--- config.mk ---
export PLATFORM = sky130hd
export DESIGN_NAME = audio_mixer
export DESIGN_NICKNAME = d
export VERILOG_FILES = /design/src/rtl/audio_mixer.sv
export SDC_FILE = /design/constraint.sdc
export NUM_CORES = 1
export LEC_CHECK = 0
export CAP_MARGIN = 20
export CORE_MARGIN = 2
export CORE_UTILIZATION = 50
export CTS_BUF_LIST = sky130_fd_sc_hd__clkbuf_8
export DETAILED_ROUTE_END_ITERATION = 7
export DONT_BUFFER_PORTS = 1
export PLACE_DENSITY = 0.62
export SLEW_MARGIN = 20
export SYNTH_ARGS = -nofsm -noshare
export SYNTH_HDL_FRONTEND = slang
export SYNTH_SLANG_ARGS = --single-unit
--- constraint.sdc ---
create_clock -name clk -period 9.6 [get_ports clk]
set_clock_uncertainty 0.15 [all_clocks]
set_input_delay 1.92 -clock clk [delete_from_list [all_inputs] [get_ports clk]]
set_output_delay 1.92 -clock clk [all_outputs]
set_load 0.01 [all_outputs]
--- src/rtl/audio_mixer.sv ---
`default_nettype none
// ============================================================================
//  Module      : audio_mixer
//  Description : N-channel stereo mixer. All sources are snapshotted on a
//                next_sample strobe and scaled by a 4-bit volume (gain
//                vol/8). The scaled sources are accumulated one channel per
//                clock. The sum is then divided by 8, saturated to IN_W bits
//                and left-justified into OUT_W bits for the DAC interface.
//  Revision    : 1.0 - initial release
// ============================================================================
module audio_mixer #(
  parameter int NUM_CH = 4,
  parameter int IN_W   = 16,
  parameter int OUT_W  = 24
) (
  input  logic                     clk,
  input  logic                     rst,
  input  logic                     next_sample,
  input  logic [NUM_CH*IN_W-1:0]   ch_left,
  input  logic [NUM_CH*IN_W-1:0]   ch_right,
  input  logic [NUM_CH*4-1:0]      ch_volume,
  input  logic [NUM_CH-1:0]        ch_mute,
  input  logic                     overrun_clr,
  output logic [OUT_W-1:0]         left_out,
  output logic [OUT_W-1:0]         right_out,
  output logic                     out_valid,
  output logic                     busy,
  output logic                     overrun
);

  localparam int PROD_W = IN_W + 5;
  localparam int ACC_W  = IN_W + 5 + $clog2(NUM_CH + 1);
  localparam int IDX_W  = (NUM_CH > 1) ? $clog2(NUM_CH) : 1;

  localparam logic [IDX_W-1:0]        c_LAST_IDX = IDX_W'(NUM_CH - 1);
  localparam logic signed [ACC_W-1:0] c_SAT_MAX  = {{(ACC_W-IN_W+1){1'b0}}, {(IN_W-1){1'b1}}};
  localparam logic signed [ACC_W-1:0] c_SAT_MIN  = {{(ACC_W-IN_W+1){1'b1}}, {(IN_W-1){1'b0}}};

  typedef enum logic [1:0] {
    S_IDLE = 2'd0,
    S_ACC  = 2'd1,
    S_SAT  = 2'd2
  } state_t;

  state_t                     r_state;
  logic [NUM_CH*IN_W-1:0]     r_snap_l;
  logic [NUM_CH*IN_W-1:0]     r_snap_r;
  logic [NUM_CH*4-1:0]        r_snap_v;
  logic [NUM_CH-1:0]          r_snap_m;
  logic [IDX_W-1:0]           r_idx;
  logic signed [ACC_W-1:0]    r_acc_l;
  logic signed [ACC_W-1:0]    r_acc_r;
  logic [OUT_W-1:0]           r_left;
  logic [OUT_W-1:0]           r_right;
  logic                       r_valid;
  logic                       r_busy;
  logic                       r_overrun;

  logic signed [IN_W-1:0]     w_smp_l;
  logic signed [IN_W-1:0]     w_smp_r;
  logic [3:0]                 w_vol;
  logic                       w_mute;
  logic signed [4:0]          w_gain;
  logic signed [PROD_W-1:0]   w_prod_l;
  logic signed [PROD_W-1:0]   w_prod_r;
  logic signed [ACC_W-1:0]    w_term_l;
  logic signed [ACC_W-1:0]    w_term_r;
  logic signed [ACC_W-1:0]    w_mix_l;
  logic signed [ACC_W-1:0]    w_mix_r;
  logic [IN_W-1:0]            w_sat_l;
  logic [IN_W-1:0]            w_sat_r;
  logic [OUT_W-1:0]           w_out_l;
  logic [OUT_W-1:0]           w_out_r;

  // Clamp a divided accumulator value to the signed IN_W range
  function automatic logic [IN_W-1:0] f_sat(input logic signed [ACC_W-1:0] v);
    logic [IN_W-1:0] res;
    if (v > c_SAT_MAX) begin
      res = {1'b0, {(IN_W-1){1'b1}}};
    end else if (v < c_SAT_MIN) begin
      res = {1'b1, {(IN_W-1){1'b0}}};
    end else begin
      res = v[IN_W-1:0];
    end
    return res;
  endfunction

  // Current channel selected from the snapshot; volume is unsigned so gain gets a zero sign bit
  assign w_smp_l  = r_snap_l[r_idx*IN_W +: IN_W];
  assign w_smp_r  = r_snap_r[r_idx*IN_W +: IN_W];
  assign w_vol    = r_snap_v[r_idx*4 +: 4];
  assign w_mute   = r_snap_m[r_idx];
  assign w_gain   = $signed({1'b0, w_vol});
  assign w_prod_l = w_smp_l * w_gain;
  assign w_prod_r = w_smp_r * w_gain;
  assign w_term_l = w_mute ? '0 : {{(ACC_W-PROD_W){w_prod_l[PROD_W-1]}}, w_prod_l};
  assign w_term_r = w_mute ? '0 : {{(ACC_W-PROD_W){w_prod_r[PROD_W-1]}}, w_prod_r};

  // Divide by 8 with floor rounding, then saturate
  assign w_mix_l  = r_acc_l >>> 3;
  assign w_mix_r  = r_acc_r >>> 3;
  assign w_sat_l  = f_sat(w_mix_l);
  assign w_sat_r  = f_sat(w_mix_r);

  generate
    if (OUT_W > IN_W) begin : g_pad
      assign w_out_l = {w_sat_l, {(OUT_W-IN_W){1'b0}}};
      assign w_out_r = {w_sat_r, {(OUT_W-IN_W){1'b0}}};
    end else begin : g_nopad
      assign w_out_l = w_sat_l;
      assign w_out_r = w_sat_r;
    end
  endgenerate

  // Mix sequencer: snapshot, per-channel accumulate, saturate and publish; sticky overrun tracking
  always_ff @(posedge clk or posedge rst) begin
    if (rst) begin
      r_state   <= S_IDLE;
      r_snap_l  <= '0;
      r_snap_r  <= '0;
      r_snap_v  <= '0;
      r_snap_m  <= '0;
      r_idx     <= '0;
      r_acc_l   <= '0;
      r_acc_r   <= '0;
      r_left    <= '0;
      r_right   <= '0;
      r_valid   <= 1'b0;
      r_busy    <= 1'b0;
      r_overrun <= 1'b0;
    end else begin
      r_valid <= 1'b0;

      // A strobe arriving mid-mix is dropped; setting takes priority over clearing
      if (next_sample && r_busy) begin
        r_overrun <= 1'b1;
      end else if (overrun_clr) begin
        r_overrun <= 1'b0;
      end

      case (r_state)
        S_IDLE: begin
          if (next_sample) begin
            r_snap_l <= ch_left;
            r_snap_r <= ch_right;
            r_snap_v <= ch_volume;
            r_snap_m <= ch_mute;
            r_idx    <= '0;
            r_acc_l  <= '0;
            r_acc_r  <= '0;
            r_busy   <= 1'b1;
            r_state  <= S_ACC;
          end
        end
        S_ACC: begin
          r_acc_l <= r_acc_l + w_term_l;
          r_acc_r <= r_acc_r + w_term_r;
          if (r_idx == c_LAST_IDX) begin
            r_state <= S_SAT;
          end else begin
            r_idx <= r_idx + IDX_W'(1);
          end
        end
        S_SAT: begin
          r_left  <= w_out_l;
          r_right <= w_out_r;
          r_valid <= 1'b1;
          r_busy  <= 1'b0;
          r_state <= S_IDLE;
        end
        default: begin
          r_state <= S_IDLE;
          r_busy  <= 1'b0;
        end
      endcase
    end
  end

  assign left_out  = r_left;
  assign right_out = r_right;
  assign out_valid = r_valid;
  assign busy      = r_busy;
  assign overrun   = r_overrun;

endmodule
`default_nettype wire

==> qor_table.md, run 1 <==
| Group | Result | Value |
|---|---|---|
| clock network | Number of sinks handled by clock tree synthesis | 235 |
| grt | Vias in the first global route | 12700 |
| worst setup path | Worst path max stage delay | 840 ps |
| worst setup path | Biggest fanout along the worst timing path | 32 |
| final layout | Net count reported at finish | 2265 |
| worst setup path | Most frequent CP cell | sky130_fd_sc_hd__a21oi_1 |
| place | Worst slack after detailed placement | 2070 ps |
| grt | Total Routing Usage GR | 21.7% |
| synthesis | Number of warnings reported in the yosys synthesis log | 0 |
| timing | Relative slew slack | 30.9% |
| grt | Global-route wire length before repair | 62900 um |
| timing | Final number of setup-violating endpoints | 0 |
| place | HPWL after detailed placement | 28100 um |
| final layout | Area Overhead vs Synth | 6.98% |
| floorplan | Vertical die dimension | 188 um |
| synthesis | Count of state elements after synthesis | 235 |
| grt | Met3 Track Usage GR | 4.23% |
| run | # Max-Cap Violations | 0 |
| worst setup path | Length in cells of the worst reg-to-reg path | 27 |
| timing | Maximum achievable frequency | 133 MHz |
| clock network | Hold Buf Count CTS | 0 |
| clock network | H-tree depth reported by CTS | 2 |
| synthesis | Average cell area after synthesis | 8.70 um2 |
| floorplan | Cell Rows | 67 |
| clock network | Post-cts gate resize count | 0 |
| grt | Met2 Resource Use GR | 32.1% |
| clock network | Post CTS Setup Buffer Count | 0 |
| route | Router iterations before antenna repair | 6 |
| synthesis | Number of enable-type register cells in the synthesized netlist | 0 |
| hold path | Type of the worst min-delay path | register to register |
| timing | Final sum of negative setup slack | 0 ps |
| worst setup path | Arr. time, crit path | 7870 ps |
| synthesis | Proportion of synthesized chip area in sequential cells | 34.7% |
| synthesis | Number of distinct library cells after synthesis | 70 |
| synthesis | Cell taking the most area after synthesis | sky130_fd_sc_hd__dfrtp_1 |
| final layout | Ant diodes | 0 |
| clock network | Buffer type at the clock tree root | sky130_fd_sc_hd__clkbuf_8 |
| worst setup path | Critical Path RT | 9970 ps |
| floorplan | Die span in x | 188 um |
| timing | Final hold violation count | 0 |
| floorplan | Initial cell density of the core | 50.6% |
| clock network | Maximum buffer depth of the clock tree | 3 |
| clock network | CTS Buf Count | 42 |
| clock network | Clock input transition at the sequential cells of the worst setup and hold paths | 60 ps |
| synthesis | Leading cell types by total area after synthesis | sky130_fd_sc_hd__dfrtp_1 35%, sky130_fd_sc_hd__nand2_1 13%, sky130_fd_sc_hd__ha_1 9.3%, sky130_fd_sc_hd__fa_1 8.0%, sky130_fd_sc_hd__mux4_2 4.8% |
| floorplan | Core region area | 33400 um2 |
| synthesis | Most frequently used flop master after synthesis | sky130_fd_sc_hd__dfrtp_1 |
| worst setup path | CP max-delay cell | sky130_fd_sc_hd__mux4_2 |
| timing | Worst setup slack after layout | 2100 ps |
| place | Count of buffers inserted at the top-level ports | 0 |
| timing | Setup repair after global routing missed its margin | false |
| route | Post-detailed-route count of antenna-violating nets | 0 |
| synthesis | Top-area cell type share of the netlist area | 34.7% |
| clock network | CTS tree | built |
| route | Wirelength per Cell | 15.7 um |
| route | Total Wirelength | 37600 um |
| place | Weighted congestion at the end of routability-driven global placement | 0.853 |
| grt | Maximum number of pins on one net before global-route repair | 148 |
| route | Remaining DRCs | 0 |
| grt | Total congestion overflow after global routing | 0 |
| worst setup path | Type of the worst setup path | register to register |
| route | Total via count after detailed routing | 12700 |
| hold path | Instance count along the most critical hold path | 2 |
| timing | Slew @ Worst Pin | 1040 ps |
| grt | Global-route layer with the greatest usage | met1 |
| route | Drt via density | 5.27 |
| synthesis | Summed instance area of the synthesized netlist | 16900 um2 |
| synthesis | Post-synthesis cell count | 1947 |
| final layout | Fraction of final layout cells sized beyond drive strength 1 | 7.17% |
| timing | Post-route clock period utilization | 78.2% |
| run status | Run status | finished, final reports clean |
| grt | Met1 GRT Util | 32.6% |
| worst setup path | Critical Path Start Type | register |
| timing | Final max-slew violation count | 0 |
| floorplan | Area of the die | 35300 um2 |
| floorplan | I/O Pins | 203 |
| synthesis | Ys async rst share | 100% |
| final layout | Most common cell after layout, fill and taps aside | sky130_fd_sc_hd__nand2_1 |
| final layout | Commonest cells after routing, fill and taps aside | 577 x sky130_fd_sc_hd__nand2_1, 233 x sky130_fd_sc_hd__dfrtp_1, 164 x sky130_fd_sc_hd__inv_1 |
| timing | Shortest clock period the worst path allows after layout | 7500 ps |
| grt | Initial antenna violation count | 1 |
| clock network | Clk Latency, worst-skew pair | 580 ps |
| route | Iteration-0 DRC count of the detailed router | 700 |
| final layout | Layout fillers | 3127 |
| worst setup path | Kind of end point of the critical path | register |
==> routing by layer <==
metal  wire length, um  vias to the layer above
met4               719                        2
met3              2400                       49
met2             15600                      316
li1                  -                     6349
met1             18900                     5936
met5                16                        -
==> cell usage after synthesis (3+ instances only) <==
library cell	n
sky130_fd_sc_hd__o2111ai_1	4
sky130_fd_sc_hd__a31oi_1	3
sky130_fd_sc_hd__nor2_1	70
sky130_fd_sc_hd__o21a_1	15
sky130_fd_sc_hd__a22o_1	9
sky130_fd_sc_hd__nor2b_1	6
sky130_fd_sc_hd__o21ai_2	3
sky130_fd_sc_hd__buf_1	6
sky130_fd_sc_hd__buf_4	16
sky130_fd_sc_hd__xor2_1	32
sky130_fd_sc_hd__nand2b_1	14
sky130_fd_sc_hd__mux2_2	4
sky130_fd_sc_hd__o31ai_1	8
sky130_fd_sc_hd__and3_1	6
sky130_fd_sc_hd__xnor2_1	30
sky130_fd_sc_hd__or3_1	13
sky130_fd_sc_hd__nand2_1	578
sky130_fd_sc_hd__buf_2	4
sky130_fd_sc_hd__nand4b_1	4
sky130_fd_sc_hd__a21oi_1	91
sky130_fd_sc_hd__a21o_1	19
sky130_fd_sc_hd__a211o_1	3
sky130_fd_sc_hd__nor3_1	15
sky130_fd_sc_hd__dfrtp_1	235
sky130_fd_sc_hd__ha_1	126
sky130_fd_sc_hd__mux4_2	36
sky130_fd_sc_hd__clkbuf_1	72
sky130_fd_sc_hd__inv_1	153
sky130_fd_sc_hd__o21ai_0	94
sky130_fd_sc_hd__o21bai_1	10
sky130_fd_sc_hd__a211oi_1	10
sky130_fd_sc_hd__and2_1	108
sky130_fd_sc_hd__nand3_1	14
sky130_fd_sc_hd__o211ai_1	7
sky130_fd_sc_hd__nor4b_1	5
sky130_fd_sc_hd__fa_1	68
sky130_fd_sc_hd__nor3b_1	4
sky130_fd_sc_hd__a32o_1	6
sky130_fd_sc_hd__o22ai_1	3
==> state kept, by name, summed over array words and instances (netlist names) <==
register,flops
r_snap_r,64
out_valid,1
r_acc_l,24
right_out,16
r_acc_r,24
r_state,2
r_snap_v,16
busy,1
overrun,1
left_out,16
r_snap_m,4
r_snap_l,64
r_idx,2
==> final timing paths <==
path,startpoint,to,slack (ps)
max,r_idx[0],r_acc_r[21],2100
min,r_snap_l[33],r_snap_l[33],320
max reg2reg,r_idx[0],r_acc_r[21],2100
min reg2reg,r_snap_l[33],r_snap_l[33],320
max in group asynchronous,rst,left_out[21],6890
min in group asynchronous,rst,left_out[14],1110
==> area by class of cell <==
cell class                 count  area (um2)  share of cell area (%)
tap                          448         561                    3.09
multi-input combinational   1476       10100                    55.9
clock buffer                  55         757                    4.18
timing repair buffer          11        90.1                   0.497
clock inverter                22         118                   0.649
sequential                   235        5880                    32.5
inverter                     153         582                    3.21
==> worst max-delay path, delay by kind of cell, from the launching register on <==
family	cells	cell delay, ps
AND/OR/NAND/NOR	7	1500
buffers and inverters	3	560
XOR/XNOR	1	150
AO/OA/AOI/OAI	11	2010
multiplexers	1	840
flip-flops	1	780
adder cells (fa/ha/maj)	4	1470
==> kinds of logic (layout without fill, tap and decap cells) <==
group,after synthesis,count (layout),share of synthesized area [%]
flops,235,235,34.7
xor+xnor,62,62,3.21
other cells,1,16,0.0221
fa+ha+maj,195,195,17.4
simple gates,847,847,21.8
compound gates,314,314,11.7
buf+inv,251,241,5.95
mux,42,42,5.17
==> per-stage QoR <==
step / util [%] / instance area [um2] / hold WS [ps] / cells
final: 54.2 / 18100 / 320 / 2400
after global routing: 54.2 / 18100 / 345 / 2400
after CTS: 54.1 / 18100 / 322 / 2400
after detailed placement: 51.5 / 17200 / 308 / 2323
after global placement: 51.5 / 17200 / 304 / 2323
after floorplan: - / 17000 / 290 / 1962
Power of run 1 is left out: the tool's default activity adds up to more than one toggle a clock period on the data nets, which glitch-free logic cannot reach.
==> run 2: changes to the inputs <==
Clock period 9.6 ns to 7.1 ns, I/O delays scaled along.
==> qor_table.md, run 2 (synthesis gave the netlist of run 1 again) <==
| Group | Result | Value | vs previous |
|---|---|---|---|
| final layout | Fraction of final layout cells sized beyond drive strength 1 | 8.78% | +1.6 points |
| route | Router iterations before antenna repair | 5 | -1 |
| run status | Run status | finished, final reports clean |  |
| grt | Maximum number of pins on one net before global-route repair | 163 | +10% |
| final layout | Net count reported at finish | 2285 | +0.88% |
| timing | Setup repair after global routing missed its margin | false |  |
| worst setup path | Type of the worst setup path | register to register |  |
| clock network | CTS tree | built |  |
| final layout | Area Overhead vs Synth | 9.10% |  |
| timing | Maximum achievable frequency | 149 MHz | +12% |
| clock network | CTS Buf Count | 43 | +2.4% |
| timing | Worst hold slack after final layout | 319 ps | -1.02 ps |
| floorplan | Vertical die dimension | 188 um | unchanged |
| timing | Final max-slew violation count | 0 | unchanged |
| place | Worst slack after detailed placement | 200 ps | -1870 ps |
| worst setup path | Biggest fanout along the worst timing path | 14 | -56% |
| worst setup path | Critical Path RT | 7460 ps | -2510 ps |
| floorplan | Initial cell density of the core | 50.6% | unchanged |
| floorplan | Core region area | 33400 um2 | unchanged |
| worst setup path | Kind of end point of the critical path | register |  |
| clock network | Clk Latency, worst-skew pair | 570 ps | about the same |
| place | HPWL after detailed placement | 29000 um | +3.1% |
| timing | Worst setup slack after layout | 376 ps | -1720 ps |
| route | Drt via density | 5.31 | +0.74% |
| route | Total via count after detailed routing | 12800 | +1.5% |
| grt | Initial antenna violation count | 1 | unchanged |
| hold path | Type of the worst min-delay path | register to register |  |
| timing | Relative slew slack | 36.1% | +5.2 points |
| place | Weighted congestion at the end of routability-driven global placement | 0.846 | -0.87% |
| timing | Slew @ Worst Pin | 952 ps | -84.2 ps |
| grt | Vias in the first global route | 13100 | +3.2% |
| clock network | H-tree depth reported by CTS | 2 | unchanged |
| final layout | Registers with the most flip-flops | r_snap_l: 64 flops, r_snap_r: 64 flops |  |
| final layout | Most common cell after layout, fill and taps aside | sky130_fd_sc_hd__nand2_1 |  |
| worst setup path | Worst path max stage delay | 630 ps | -210 ps |
| floorplan | Cell Rows | 67 | unchanged |
| route | Post-detailed-route count of antenna-violating nets | 0 | unchanged |
| route | Total Wirelength | 38700 um | +2.8% |
| grt | Global-route wire length before repair | 65300 um | +3.8% |
| timing | Shortest clock period the worst path allows after layout | 6720 ps | -780 ps |
| floorplan | I/O Pins | 203 | unchanged |
| timing | Final sum of negative setup slack | 0 ps | unchanged |
| worst setup path | Arr. time, crit path | 7080 ps | -790 ps |
| floorplan | Area of the die | 35300 um2 | unchanged |
| place | Number of placed instances, taps included | 2331 | +0.34% |
| final layout | Number of non-filler instances in the completed layout | 2419 | +0.79% |
| timing | Post-route clock period utilization | 94.7% | +17 points |
| worst setup path | CP bufs+invs | 3 | unchanged |
| worst setup path | CP max-delay cell | sky130_fd_sc_hd__or4b_2 |  |
| final layout | Ant diodes | 0 | unchanged |
| route | Remaining DRCs | 0 | unchanged |
| final layout | Layout fillers | 3051 | -2.4% |
| worst setup path | Critical Path Start Type | register |  |
| clock network | Hold Buf Count CTS | 0 | unchanged |
| floorplan | Die span in x | 188 um | unchanged |
| timing | Final number of setup-violating endpoints | 0 | unchanged |
| clock network | Clock input transition at the sequential cells of the worst setup and hold paths | 60 ps | about the same |
| clock network | Buffer type at the clock tree root | sky130_fd_sc_hd__clkbuf_8 |  |
| route | Iteration-0 DRC count of the detailed router | 716 | +2.3% |
| clock network | Maximum buffer depth of the clock tree | 3 | unchanged |
| place | Count of buffers inserted at the top-level ports | 0 | unchanged |
| timing | Final hold violation count | 0 | unchanged |
| worst setup path | CP delay by family, top | simple AND/OR/NAND/NOR gates |  |
| run | # Max-Cap Violations | 0 | unchanged |
| route | Wirelength per Cell | 16.0 um | +2.0% |
| clock network | Number of sinks handled by clock tree synthesis | 235 | unchanged |
| grt | Total Routing Usage GR | 22.5% | +0.80 points |
| grt | Total congestion overflow after global routing | 0 | unchanged |
| final layout | Commonest cells after routing, fill and taps aside | 577 x sky130_fd_sc_hd__nand2_1, 233 x sky130_fd_sc_hd__dfrtp_1, 165 x sky130_fd_sc_hd__inv_1 |  |
run 2: cell types whose count changed in the layout (fill, tap and decap cells not counted), sizes merged:
cell / before / now
buf: 11 / 30
clkinv: 7 / 4
bufinv: 0 / 3
run 2: area by class of cell:
cell class	instances	area, um2	share of cell area [%]
Clock buffer	55	757	4.10
Clock inverter	22	189	1.02
Inverter	153	578	3.13
Multi-Input combinational cell	1476	10200	55.3
Sequential cell	235	5880	31.8
Tap cell	448	561	3.03
Timing Repair Buffer	30	298	1.61
run 2: repair_timing:
action | 4_1_cts | 5_1_grt
setup buffers | 0 | 10
gates resized for setup | 0 | 19
setup endpoints to repair | 0 | 7
run 2: worst paths after layout:
| path | depth (start not counted) | slack (ps) | start | endpoint |
|---|---|---|---|---|
| max | 26 | 380 | r_idx[0] | r_acc_r[21] |
| min | 2 | 320 | r_snap_r[39] | r_snap_r[39] |
| max reg2reg | 26 | 380 | r_idx[0] | r_acc_r[21] |
| min reg2reg | 2 | 320 | r_snap_r[39] | r_snap_r[39] |
| max in group asynchronous | 2 | 4980 | rst | r_idx[0] |
| min in group asynchronous | 1 | 580 | rst | left_out[14] |
run 2: metrics by stage:
stage	instance area, um2	util (%)
5_1_grt	18500	55.2
2_1_floorplan	17000	-
4_1_cts	18300	54.6
6_report	18500	55.2
3_3_place_gp	17300	51.8
3_5_place_dp	17300	51.8
run 2: metal layers:
metal / global-route usage, % / vias up / share of wire, %
li1: - / 6384 / -
met1: 33.8 / 6123 / 50
met2: 33.9 / 300 / 43
met3: 4.12 / 38 / 5.3
met4: 4.48 / 2 / 1.3
met5: 0 / - / 0.041
run 2: worst min-delay path, stage by stage (launching register included):
cell and delay (ps):
sky130_fd_sc_hd__dfrtp_1 340, sky130_fd_sc_hd__nand2_1 50, sky130_fd_sc_hd__nand2_1 50
Power of run 2 is left out for the same reason.
